## config.mk

```make
export PLATFORM = sky130hd
export DESIGN_NAME = button_gesture
export DESIGN_NICKNAME = d
export VERILOG_FILES = /design/src/rtl/button_gesture.sv
export SDC_FILE = /design/constraint.sdc
export NUM_CORES = 1
export LEC_CHECK = 0
export ABC_AREA = 1
export CAP_MARGIN = 40
export CORE_ASPECT_RATIO = 0.7
export CORE_UTILIZATION = 45
export CTS_CLUSTER_DIAMETER = 50
export DETAILED_ROUTE_END_ITERATION = 10
export PLACE_DENSITY = 0.72
export SYNTH_ARGS = -nofsm -noshare
export SYNTH_HDL_FRONTEND = slang
export SYNTH_SLANG_ARGS = --single-unit
```

## constraint.sdc

```tcl
create_clock -name clk_i -period 2.54 [get_ports clk_i]
set_input_delay 0.508 -clock clk_i [delete_from_list [all_inputs] [get_ports clk_i]]
set_output_delay 0.508 -clock clk_i [all_outputs]
set_load 0.005 [all_outputs]
```

## src/rtl/button_gesture.sv

```systemverilog
// button_gesture: per-button classifier turning debounced press/release activity
// into single-cycle short, double, long and auto-repeat events.
module button_gesture #(
    parameter int NUM        = 4,
    parameter int LONG_CYC   = 75000000,
    parameter int REPEAT_CYC = 15000000,
    parameter int DBL_CYC    = 45000000
) (
    input  logic           clk_i,
    input  logic           rst_i,
    input  logic [NUM-1:0] button_hold_i,
    input  logic [NUM-1:0] button_press_i,
    input  logic [NUM-1:0] button_release_i,
    output logic [NUM-1:0] short_o,
    output logic [NUM-1:0] double_o,
    output logic [NUM-1:0] long_o,
    output logic [NUM-1:0] repeat_o,
    output logic [NUM-1:0] busy_o
);
    typedef enum logic [2:0] {IDLE, DOWN, LONG, WAIT_DBL, SWALLOW} state_t;

    for (genvar i = 0; i < NUM; i++) begin : g_btn
        state_t      state_q, state_d;
        logic [31:0] cnt_q, cnt_d;
        logic        short_q, short_d, pend_q, pend_d, hit_q, hit_d, double_q, double_d;
        logic        long_q, long_d, repeat_q, repeat_d, busy_q, busy_d;
        logic        press, rel;

        assign press = button_press_i[i];
        assign rel   = button_release_i[i] | ~button_hold_i[i];

        always_comb begin
            state_d  = state_q;
            cnt_d    = cnt_q;
            short_d  = pend_q;
            pend_d   = 1'b0;
            hit_d    = 1'b0;
            double_d = hit_q;
            long_d   = 1'b0;
            repeat_d = 1'b0;
            busy_d   = state_q != IDLE;
            case (state_q)
                IDLE: begin
                    state_d = press ? DOWN : IDLE;
                    cnt_d   = press ? 32'd1 : cnt_q;
                end
                DOWN: begin
                    // a release on the threshold cycle still counts as a short click
                    if (rel) begin
                        pend_d  = DBL_CYC == 0;
                        state_d = DBL_CYC == 0 ? IDLE : WAIT_DBL;
                        cnt_d   = 32'd1;
                    end else if (cnt_q == 32'(LONG_CYC)) begin
                        long_d  = 1'b1;
                        state_d = LONG;
                        cnt_d   = 32'd1;
                    end else begin
                        cnt_d = cnt_q + 32'd1;
                    end
                end
                LONG: begin
                    if (rel) begin
                        state_d = IDLE;
                    end else if (cnt_q == 32'(REPEAT_CYC)) begin
                        repeat_d = 1'b1;
                        cnt_d    = 32'd1;
                    end else begin
                        cnt_d = cnt_q + 32'd1;
                    end
                end
                WAIT_DBL: begin
                    // window expiry and a coincident press: confirm the click, start afresh
                    if (cnt_q == 32'(DBL_CYC)) begin
                        short_d = 1'b1;
                        state_d = press ? DOWN : IDLE;
                        cnt_d   = 32'd1;
                    end else if (press) begin
                        hit_d   = 1'b1;
                        state_d = SWALLOW;
                    end else begin
                        cnt_d = cnt_q + 32'd1;
                    end
                end
                SWALLOW: state_d = rel ? IDLE : SWALLOW;
                default: state_d = IDLE;
            endcase
        end

        always_ff @(posedge clk_i) begin
            if (rst_i) begin
                state_q  <= IDLE;
                cnt_q    <= '0;
                short_q  <= 1'b0;
                pend_q   <= 1'b0;
                hit_q    <= 1'b0;
                double_q <= 1'b0;
                long_q   <= 1'b0;
                repeat_q <= 1'b0;
                busy_q   <= 1'b0;
            end else begin
                state_q  <= state_d;
                cnt_q    <= cnt_d;
                short_q  <= short_d;
                pend_q   <= pend_d;
                hit_q    <= hit_d;
                double_q <= double_d;
                long_q   <= long_d;
                repeat_q <= repeat_d;
                busy_q   <= busy_d;
            end
        end

        assign short_o[i]  = short_q;
        assign double_o[i] = double_q;
        assign long_o[i]   = long_q;
        assign repeat_o[i] = repeat_q;
        assign busy_o[i]   = busy_q;
    end
endmodule
```

# After elaboration in Yosys (flattened, before gate mapping)
# Cells that the tools add are included.
# op_classes
add_sub_neg,4
multipliers,0
n_div,0
order_cmp,0
eq_ne,52
shifts,0
muxes,80
bitwise_logic,20
reduce_logical,36
# op_table
operator,count
$mux 32,28
$pmux 32 s4,4
$add 32x1->32 const B,4
$eq 32x24->1 const B,4
$eq 32x26->1 const B,4
$eq 32x27->1 const B,4
$mux 3,24
$pmux 3 s5,4
$ne 3x3->1 const B,12
$reduce_or 3->1,12
$eq 3x2->1 const B,8
$ne 2x2->1 const B,12
$mux 1,20
$not 1->1,16
$reduce_and 4->1,4
$reduce_bool 4->1,4
$eq 3x1->1 const B,4
$eq 3x3->1 const B,4
$logic_not 3->1,4
$reduce_and 3->1,4
$reduce_bool 3->1,4
$reduce_or 2->1,4
$or 1x1->1,4
# totals
ff_bits,164
latchBits,0
ram_bits,0
rom_bits,0
inputBits,14
out_inout_bits,20
wordCells,224
mem_count,0

# Depth between registers and ports, before layout
# depth
ltp_word,4
ltp_mapped,15
depth_no_buf,14

# Worst setup path after synthesis
# No wires, ideal clock.
# synth_timing
path_kind,input port to flip-flop
from,in button_hold_i[0]
to,reg g_btn[0].cnt_q[11]
setup_time_ns,0.114
arrival_time_ns,1.697
required_time_ns,2.426
setup_slack_ns,0.729
cell_stages,8
n_path_buf,1
path_cell_list,inv_1 -> nor2_4 -> inv_1 -> a211oi_4 -> nand2_4 -> o21ai_2 -> buf_4 -> nor2_1
# synth_via
elab_chain_len,4
# synth_rtl
element,line_no,rtl
"start, declared",11,"input logic [NUM-1:0] button_hold_i,"
$not 1->1 (*),30,assign rel = button_release_i[i] | ~button_hold_i[i];
$or 1x1->1 (*),30,
$mux 32 / $ne 2x2->1 (equally long branches),-,
$pmux 32 s4 / $reduce_and 4->1 (equally long branches),-,
"end signal, assigned",102,cnt_q <= cnt_d;
"end, declared",24,"logic [31:0] cnt_q, cnt_d;"
# Every way passes the cells marked *; elsewhere a longest branch is shown, timed or not.
# A chain may end at the register's enable or synchronous reset.

# Worst setup path in the final report
# layout_timing
from,reg g_btn[0].cnt_q[0]
to,reg g_btn[0].cnt_q[3]
# layout_via
elab_chain_len,4
# layout_rtl
element,line_no,rtl
"$add 32x1->32, or another cell as far along","58, 68, 81",
$mux 32 (on tied branches),"77, 53, 64",
$mux 32 (on tied branches),"73, 49, 62",
$pmux 32 s4,42,case (state_q)
# Several ways; a longest one is shown, not always the timed one. The select of a mux whose other input is x is not followed.

==> impl_summary.txt <==
----------------------------------------------------
[Logic synthesis]
  Netlist Area Pre-Place ... 11400 um^2
  Post-synth EDFFs ... 0
  Syn Area/Cell ... 5.84 um^2
  Number of storage elements in the synthesis netlist ... 164
  Post-synth top area cell ... sky130_fd_sc_hd__dfxtp_1
  Area share of the largest cell type after synthesis ... 0.289
  Post-synthesis cell type count ... 47
  Seq/Total Area, Yosys ... 0.289
  Yosys warns ... 0
  Most common cell in the synthesized netlist ... sky130_fd_sc_hd__nand2_1
  Number of nets produced by synthesis ... 1967
  Post-Syn Instances ... 1944
  Top cells by count, synth ... 597 x sky130_fd_sc_hd__nand2_1, 366 x sky130_fd_sc_hd__nor2_1, 210 x sky130_fd_sc_hd__inv_1
  Ys async rst share ... 0
  Ranking of synthesized cells by area ... sky130_fd_sc_hd__dfxtp_1 29%, sky130_fd_sc_hd__nand2_1 20%, sky130_fd_sc_hd__nor2_1 12%, sky130_fd_sc_hd__nand3_1 8.2%, sky130_fd_sc_hd__inv_1 6.9%
  Most used flip-flop cell after synthesis ... sky130_fd_sc_hd__dfxtp_1

[Place]
  Buffers on Ports ... 33
  Placed Instances ... 2277
  Gp weighted congestion ... 0.998
  Dpl hpwl ... 25300 um

[STA]
  Worst-Margin Slew ... 0.698 ns
  Fin crit period ... 2.29 ns
  Part of the cycle the worst path needs ... 0.901
  Count of pins over their slew limit ... 0
  Final Hold Violating Endpoints ... 0
  Total negative slack ... 0 ns
  Max_slew headroom ... 0.535
  Final clock skew ... 0.0130 ns
  Setup repair after global routing missed its margin ... no
  # setup viols final ... 0
  Maximum clock frequency ... 437 MHz
  Worst Hold Slack ... 0.399 ns

[Floorplanning]
  Die Height ... 135 um
  Die Footprint ... 25900 um^2
  Core region area ... 24700 um^2
  Boundary Pins ... 34
  Effective utilization at floorplan ... 0.460
  Width of the chip ... 192 um
  Number of placement rows ... 48

[Global route]
  Wire length of the first global-routing pass ... 54200 um
  Antenna violations before repair ... 0
  Maximum number of pins on one net before global-route repair ... 58
  GRT Total Usage ... 0.262
  Vias in the first global route ... 10684
  Overflow left after global routing ... 0

[Clock network]
  Total clock sinks ... 164
  Clock buffer depth ... 2
  CTS tree ... yes
  Hold buffer count at CTS ... 0
  Clock insertion delay at the later pin of the skew report ... 0.45 ns
  Clock-pin slew on the worst setup and hold paths ... 0.07 ns
  Number of levels in the clock H-tree ... 4
  Master cell of the clock root buffer ... sky130_fd_sc_hd__clkbuf_16
  Total clock buffers created by CTS ... 17

[Detailed routing]
  Routed met1 length ... 16800 um
  Number of vias in the routed layout ... 12318
  Top sig layer ... met4
  Residual DRC count ... 0
  Routed wl met3 ... 2870 um
  Detail Route Antenna Nets ... 0
  Total met2 wirelength after detailed routing ... 13300 um
  Violation count after the first detailed-route iteration ... 1304
  Routed wire length ... 33300 um
  Drt first pass iters ... 6
  Average vias per placed instance ... 5.33
  Wire length per cell after detailed routing ... 14.4 um

[Status]
  Run status ... finished clean

[Final layout]
  Inserted Diodes ... 0
  P&R area growth vs syn ... 11.2%
  Number of nets at the end of the flow ... 1994
  Fraction of final layout cells sized beyond drive strength 1 ... 0.0746
  Util after Layout ... 0.512
  Fin cells ... 2309

[Power]
  Leakage power total ... 4.78 nW
  Peak VDD IR ... 0.478 mV
  Power per Cell Area ... 518 nW/um^2
  PnR Total Power ... 0.00653 W

[Worst setup path]
  Endpoint of the lowest-slack register-to-register path ... g_btn[0].cnt_q[3]$_SDFFE_PP0P_
  Startpoint type of the worst setup path ... flop
  Reg-to-reg critical path startpoint ... g_btn[0].cnt_q[0]$_SDFFE_PP0P_
  Biggest fanout along the worst timing path ... 14
  Data required time of the critical path ... 2.92 ns
  Critical Setup Path Class ... reg2reg
  Nature of the critical path endpoint ... flop
  CP arrival ... 2.67 ns
  R2R depth ... 13
  Register-to-register setup slack ... 0.25 ns

[Hold path]
  Worst hold stages ... 2
  Terminating pin of the worst hold path ... g_btn[1].double_q$_SDFF_PP0_
  Hold wc startpoint ... g_btn[1].double_d$_SDFF_PP0_
  Path class of the lowest-slack min-delay path ... reg2reg

[Flow run]
  Number of max-cap violations ... 0

----------------------------------------------------
==> cell type report <==
| cell class | count | area (um^2) |
|---|---|---|
| repair buffers | 73 | 663 |
| multi-input cells | 1485 | 6760 |
| well taps | 325 | 407 |
| flip-flops and latches | 164 | 3280 |
| clock inverters | 13 | 195 |
| clock buffers | 19 | 443 |
| inverters | 230 | 871 |
| fillers | 2462 | 12100 |
==> logic make-up after synthesis <==
logic type | Yosys count | share of synthesized area
AND/OR/NAND/NOR | 1324 | 0.501
buffers and inverters | 295 | 0.117
flip-flops | 164 | 0.289
AO/OA/AOI/OAI | 139 | 0.0731
XOR/XNOR | 13 | 0.0100
adder cells (fa/ha/maj) | 9 | 0.00992
==> through the flow <==
step,worst slack [ns],cell area (um^2)
6_report,0.252,12600
5_1_grt,0.0736,12600
4_1_cts,0.214,12600
3_5_place_dp,0.179,12000
3_3_place_gp,0.214,12000
2_1_floorplan,0.729,11400
==> per-layer routing <==
metal | global-route usage | vias to the layer above
met5 | 0 | -
met2 | 0.366 | 507
met3 | 0.0507 | 33
met1 | 0.407 | 5558
li1 | - | 6220
met4 | 0.0569 | 0
==> report_power, final <==
| group | total (W) | internal (W) | leakage [nW] | switching [W] |
|---|---|---|---|---|
| logic | 0.00101 | 0.000299 | 3.14 | 0.000707 |
| registers | 0.00267 | 0.00262 | 1.32 | 0.0000547 |
| clock network | 0.00286 | 0.00169 | 0.306 | 0.00117 |
==> sequential cells by signal (all words and copies together), names as in the netlist <==
| signal | cells |
|---|---|
| g_btn.repeat_q | 4 |
| g_btn.double_q | 4 |
| g_btn.long_q | 4 |
| g_btn.short_q | 4 |
| g_btn.busy_q | 4 |
| g_btn.state_q | 12 |
| g_btn.double_d | 4 |
| g_btn.cnt_q | 128 |
==> worst max path at each step <==
stage | to | startpoint | slack (ns) | cells past startpoint
after CTS | g_btn[0].cnt_q[3]$_SDFFE_PP0P_ | g_btn[0].cnt_q[0]$_SDFFE_PP0P_ | 0.21 | 13
after global routing | g_btn[0].cnt_q[3]$_SDFFE_PP0P_ | g_btn[0].cnt_q[0]$_SDFFE_PP0P_ | 0.07 | 13
after global placement | g_btn[3].cnt_q[20]$_SDFFE_PP0P_ | button_hold_i[3] | 0.21 | 11
after detailed placement | g_btn[2].cnt_q[19]$_SDFFE_PP0P_ | button_hold_i[2] | 0.18 | 10
after floorplan | g_btn[0].cnt_q[11]$_SDFFE_PP0P_ | button_hold_i[0] | 0.73 | 8
final | g_btn[0].cnt_q[3]$_SDFFE_PP0P_ | g_btn[0].cnt_q[0]$_SDFFE_PP0P_ | 0.25 | 13
==> what timing repair did <==
item,in CTS,in global routing
endpoints found under the setup margin,0,37
setup buffers,0,0
resized for setup,0,3
==> cell usage in the layout, fill, tap and decap left out, types with 3 or more instances in the layout <==
cell type,instances
sky130_fd_sc_hd__buf_12,3
sky130_fd_sc_hd__o31ai_1,3
sky130_fd_sc_hd__o21ai_1,12
sky130_fd_sc_hd__a211oi_1,6
sky130_fd_sc_hd__o21bai_1,11
sky130_fd_sc_hd__bufinv_16,4
sky130_fd_sc_hd__nand4_1,61
sky130_fd_sc_hd__dfxtp_1,164
sky130_fd_sc_hd__o21ai_0,37
sky130_fd_sc_hd__nand3b_1,3
sky130_fd_sc_hd__ha_1,9
sky130_fd_sc_hd__inv_2,17
sky130_fd_sc_hd__a21oi_1,47
sky130_fd_sc_hd__nor3_1,48
sky130_fd_sc_hd__buf_4,37
sky130_fd_sc_hd__o211ai_1,11
sky130_fd_sc_hd__nand3_4,4
sky130_fd_sc_hd__clkbuf_16,17
sky130_fd_sc_hd__nor2_4,3
sky130_fd_sc_hd__nand3_1,185
sky130_fd_sc_hd__o22ai_1,3
sky130_fd_sc_hd__nor2_2,26
sky130_fd_sc_hd__nor3_2,4
sky130_fd_sc_hd__nand2_4,6
sky130_fd_sc_hd__inv_6,3
sky130_fd_sc_hd__xor2_1,13
sky130_fd_sc_hd__inv_1,210
sky130_fd_sc_hd__nor2_1,366
sky130_fd_sc_hd__nor4_1,8
sky130_fd_sc_hd__clkdlybuf4s50_1,32
sky130_fd_sc_hd__nand2_2,5
sky130_fd_sc_hd__inv_4,3
sky130_fd_sc_hd__nand2_1,597
==> worst max-delay path, cell delays in order, from the launching register on <==
cell                      delay (ns)
sky130_fd_sc_hd__dfxtp_1        0.39
sky130_fd_sc_hd__inv_1          0.15
sky130_fd_sc_hd__ha_1           0.16
sky130_fd_sc_hd__nand2_1        0.05
sky130_fd_sc_hd__nor2_1         0.19
sky130_fd_sc_hd__nand2_1        0.10
sky130_fd_sc_hd__nor2_1         0.15
sky130_fd_sc_hd__nand2_1        0.15
sky130_fd_sc_hd__nand3_4        0.18
sky130_fd_sc_hd__nand2_4        0.18
sky130_fd_sc_hd__buf_4          0.23
sky130_fd_sc_hd__o21ai_0        0.16
sky130_fd_sc_hd__nand2_1        0.06
sky130_fd_sc_hd__nor2_1         0.07
No activity file was read; power rests on OpenSTA's default activity.
